<file path="src/rtl/run_ctrl.sv">
// Run controller: pulses cpu_start for START_CYCLES cycles, then counts RUN cycles until the
// processor reports done or the cycle budget runs out, and holds the result until the next go.
module run_ctrl #(
    parameter int unsigned START_CYCLES = 2,
    parameter logic [15:0] TIMEOUT      = 16'd1000
) (
    input  logic        clk,
    input  logic        rst_n,
    input  logic        go,
    input  logic        cpu_done,
    output logic        cpu_start,
    output logic        busy,
    output logic        finished,
    output logic        timed_out,
    output logic [15:0] cycle_count
);

    typedef enum logic [1:0] {
        StIdle,
        StStart,
        StRun,
        StDone
    } state_t;

    localparam logic [3:0] LastHold = 4'(START_CYCLES - 1);

    state_t      state_q, state_d;
    logic [3:0]  hold_q, hold_d;
    logic [15:0] count_q, count_d;
    logic        fin_q, fin_d;
    logic        tmo_q, tmo_d;
    logic        start_q, busy_q;

    always_comb begin
        state_d = state_q;
        hold_d  = hold_q;
        count_d = count_q;
        fin_d   = fin_q;
        tmo_d   = tmo_q;
        case (state_q)
            StIdle, StDone: begin
                if (go) begin
                    state_d = StStart;
                    hold_d  = 4'd0;
                    count_d = 16'd0;
                    fin_d   = 1'b0;
                    tmo_d   = 1'b0;
                end
            end
            StStart: begin
                // cpu_done is deliberately not looked at here: a stale flag must not end the run
                if (hold_q == LastHold) begin
                    state_d = StRun;
                end else begin
                    hold_d = hold_q + 4'd1;
                end
            end
            StRun: begin
                if (cpu_done) begin
                    state_d = StDone;
                    fin_d   = 1'b1;
                end else if (count_q == TIMEOUT) begin
                    state_d = StDone;
                    tmo_d   = 1'b1;
                end else if (count_q != 16'hFFFF) begin
                    count_d = count_q + 16'd1;
                end
            end
            default: state_d = StIdle;
        endcase
    end

    always_ff @(posedge clk) begin
        if (!rst_n) begin
            state_q <= StIdle;
            hold_q  <= 4'd0;
            count_q <= 16'd0;
            fin_q   <= 1'b0;
            tmo_q   <= 1'b0;
            start_q <= 1'b0;
            busy_q  <= 1'b0;
        end else begin
            state_q <= state_d;
            hold_q  <= hold_d;
            count_q <= count_d;
            fin_q   <= fin_d;
            tmo_q   <= tmo_d;
            // Registered from next state so the outputs line up with the state they describe
            start_q <= (state_d == StStart);
            busy_q  <= (state_d == StStart) || (state_d == StRun);
        end
    end

    assign cpu_start   = start_q;
    assign busy        = busy_q;
    assign finished    = fin_q;
    assign timed_out   = tmo_q;
    assign cycle_count = count_q;

endmodule

</file>
<file path="config.mk">
export PLATFORM = sky130hd
export DESIGN_NAME = run_ctrl
export DESIGN_NICKNAME = d
export VERILOG_FILES = /design/src/rtl/run_ctrl.sv
export SDC_FILE = /design/constraint.sdc
export NUM_CORES = 1
export LEC_CHECK = 0
export CAP_MARGIN = 20
export CORE_MARGIN = 4
export CORE_UTILIZATION = 54
export DETAILED_ROUTE_END_ITERATION = 12
export PLACE_DENSITY = 0.79
export SETUP_SLACK_MARGIN = 0.05
export SYNTH_ARGS = -nofsm -noshare
export SYNTH_HDL_FRONTEND = slang
export SYNTH_SLANG_ARGS = --single-unit
export TNS_END_PERCENT = 50
</file>
<file path="constraint.sdc">
create_clock -name clk -period 2.25 [get_ports clk]
set_input_delay 0.3375 -clock clk [delete_from_list [all_inputs] [get_ports clk]]
set_output_delay 0.3375 -clock clk [all_outputs]
set_load 0.005 [all_outputs]
</file>
==> impl_metrics.tcl <==
set metrics [dict create \
    run_status "finished, final reports clean" \
    clock_latency_ps 340 \
    crit_type "flop to flop" \
    worst_pin_slew_ps 482 \
    area_growth_pct 34.0 \
    hold_ws_ps 489 \
    yosysWarnings 0 \
    synthesis.area_mm2 0.00166 \
    required_ps 2500 \
    n_fill_cell 212 \
    cts_max_path_buffers 2 \
    worst-path-buf-inv 3 \
    dr.pass1.iters 5 \
    startpoint "cycle_count[1]" \
    drv_slew 0 \
    cp.arrival_ps 2380 \
    nNetsFinal 264 \
    place_congestion 0.916 \
    ant_nets 0 \
    busiest_layer "met2" \
    htree_levels 1 \
    path_cells "inv_2, ha_4, or4b_4, nor4_4, buf_4, a2111oi_4, buf_4, and4b_1, o31a_1" \
    die_area_mm2 0.00402 \
    clk_pin_slew_ps 150 \
    final.setup.tns_ps 0 \
    die_h_um 63.4 \
    power_density_mw_per_mm2 594 \
    finalWorstSetupSlack_ps 123 \
    drt_iter0_markers 158 \
    drc 0 \
    port_buffers 23 \
    max_freq_ghz 0.470 \
    final.setup_skew_ps 11.7 \
    met3_usage 0.0533 \
    ys_seq_area_frac 0.314 \
    cp_slowest_cell "or4b_4" \
    ys.flop_type "dfxtp_1" \
    diodes 0 \
    fp.coreArea_mm2 0.00285 \
    wl_per_cell_um 17.0 \
    syn_nets 207 \
    numCtsBuffers 3 \
    cts_tree "done" \
    io_pins 24 \
    power_leakage_nw 0.810 \
    grt_util_met1 0.314 \
    grt_max_degree 24 \
    antenna_found_initial 0 \
    synth_top_area_share 0.314 \
    slew_headroom 0.678 \
    met2_usage 0.422 \
    worstHoldStart "timed_out" \
    hpwl_mm 3.44 \
    start_util 0.581 \
    vias 1835 \
    root_buffer "clkbuf_4" \
    die_w_um 63.4 \
    place_ws_ps -247 \
    hold_path_class "flop to flop" \
    cp_common_cell "buf_4" \
    routed_wl_mm 4.80 \
    timing.rr.start "cycle_count[1]" \
    total_power_mw 1.32 \
    synth.largest_area_cell "dfxtp_1" \
    fin_crit_ps 2130 \
    drv_cap 0 \
    ys_types 49 \
    clock_sinks 26 \
    finalHoldViolCount 0 \
    synth_edf_count 0 \
    synth_seq_cells 26 \
    grt_pass1_wl_mm 8.10 \
    crit_path_end_kind "flop" \
    finalCritPeriodShare 0.945 \
    cp_slowest_stage_delay_ps 480 \
    rows 19 \
    ys_async_sr_fraction 0 \
    rsz0062_at_grt "false" \
    avgSynthCellArea_um2 8.45 \
    crit_fanout 6 \
    synth_area_leaders "dfxtp_1, nand3_1, o221ai_2, ha_1, nand2_1" \
    startpoint_type "flop" \
    drive_above_1_share 0.262 \
    layout_common_cells "buf_4, dfxtp_1, clkdlybuf4s50_1" \
    synth_cells 196 \
    viasPerCell 6.48 \
    cts_hold_buf 0 \
    grtUsageTotal 0.248 \
    gr-total-overflow 0 \
    cp_top_family "simple AND/OR/NAND/NOR gates" \
    final-setup-viol-count 0 \
    ir_drop_mv 0.498 \
    first_global_vias 1687 \
    final_common_cell "buf_4" \
]
-- worst paths after layout --
check / to / slack, ps / depth (start not counted)
setup / recovery: cycle_count[15] / 120 / 9
setup reg to reg: cycle_count[15] / 120 / 9
hold / removal: timed_out / 490 / 2
hold reg to reg: timed_out / 490 / 2
-- Yosys cell counts, types with 2 or more instances --
master	number
nand2b_1	2
clkbuf_1	5
xor2_1	2
nor2b_1	4
a21oi_1	2
a31oi_1	4
nor4b_1	5
nor3_1	7
buf_6	4
a211oi_1	2
o221ai_2	6
o221ai_1	2
nor4_1	3
nand2_1	21
ha_1	7
and2_1	4
nand4_1	7
dfxtp_1	26
nand3_1	18
inv_1	9
and3_1	3
a211oi_2	3
nor2_1	18
o21ai_0	7
-- metal layers --
metal / wire, um / vias to the layer above
li1: - / 840
met1: 2010 / 874
met2: 2310 / 106
met3: 396 / 15
met4: 88 / 0
met5: 0 / -
-- logic make-up after synthesis --
group | count (synthesis) | synth area share
XOR/XNOR | 3 | 0.0159
AO/OA/AOI/OAI | 38 | 0.210
flip-flops | 26 | 0.314
adder cells (fa/ha/maj) | 7 | 0.0529
buffers and inverters | 20 | 0.0657
AND/OR/NAND/NOR | 102 | 0.341
-- where the power goes --
part	internal [mW]	switching [mW]	total, mW
combinational	0.247	0.298	0.545
sequential	0.502	0.0257	0.527
clock	0.0993	0.147	0.247
total	0.848	0.471	1.32
-- repair_timing --
action	4_1_cts	5_1_grt
pin swaps	3	3
gates resized for setup	4	5
setup buffers	1	5
gates cloned	0	0
endpoints found under the setup margin	19	19
-- metrics by stage --
step,util,instances,instance area [um2]
6_report,0.778,283,2220
3_5_place_dp,0.737,273,2100
2_1_floorplan,-,196,1660
3_3_place_gp,0.737,273,2100
5_1_grt,0.778,283,2220
4_1_cts,0.761,278,2170
-- state kept, by name, summed over array words and instances (netlist names) --
name / flops
hold_q: 4
state_q: 2
cpu_start: 1
busy: 1
cycle_count: 16
finished: 1
timed_out: 1
-- worst register-to-register path: cells and delay by family (launching register included) --
kind | cells | cell delay [ps]
flops | 1 | 350
compound gates | 2 | 290
fa+ha+maj | 1 | 140
simple gates | 3 | 860
buf+inv | 3 | 430
-- layout make-up --
type | count | area, um2 | share of cell area
inverter | 10 | 37.5 | 0.0169
multi-input combinational | 150 | 1060 | 0.478
tap | 31 | 38.8 | 0.0175
sequential | 26 | 523 | 0.236
clock buffer | 4 | 36.3 | 0.0163
timing repair buffer | 62 | 523 | 0.236
Note: power is estimated with default switching activity, not from simulation.
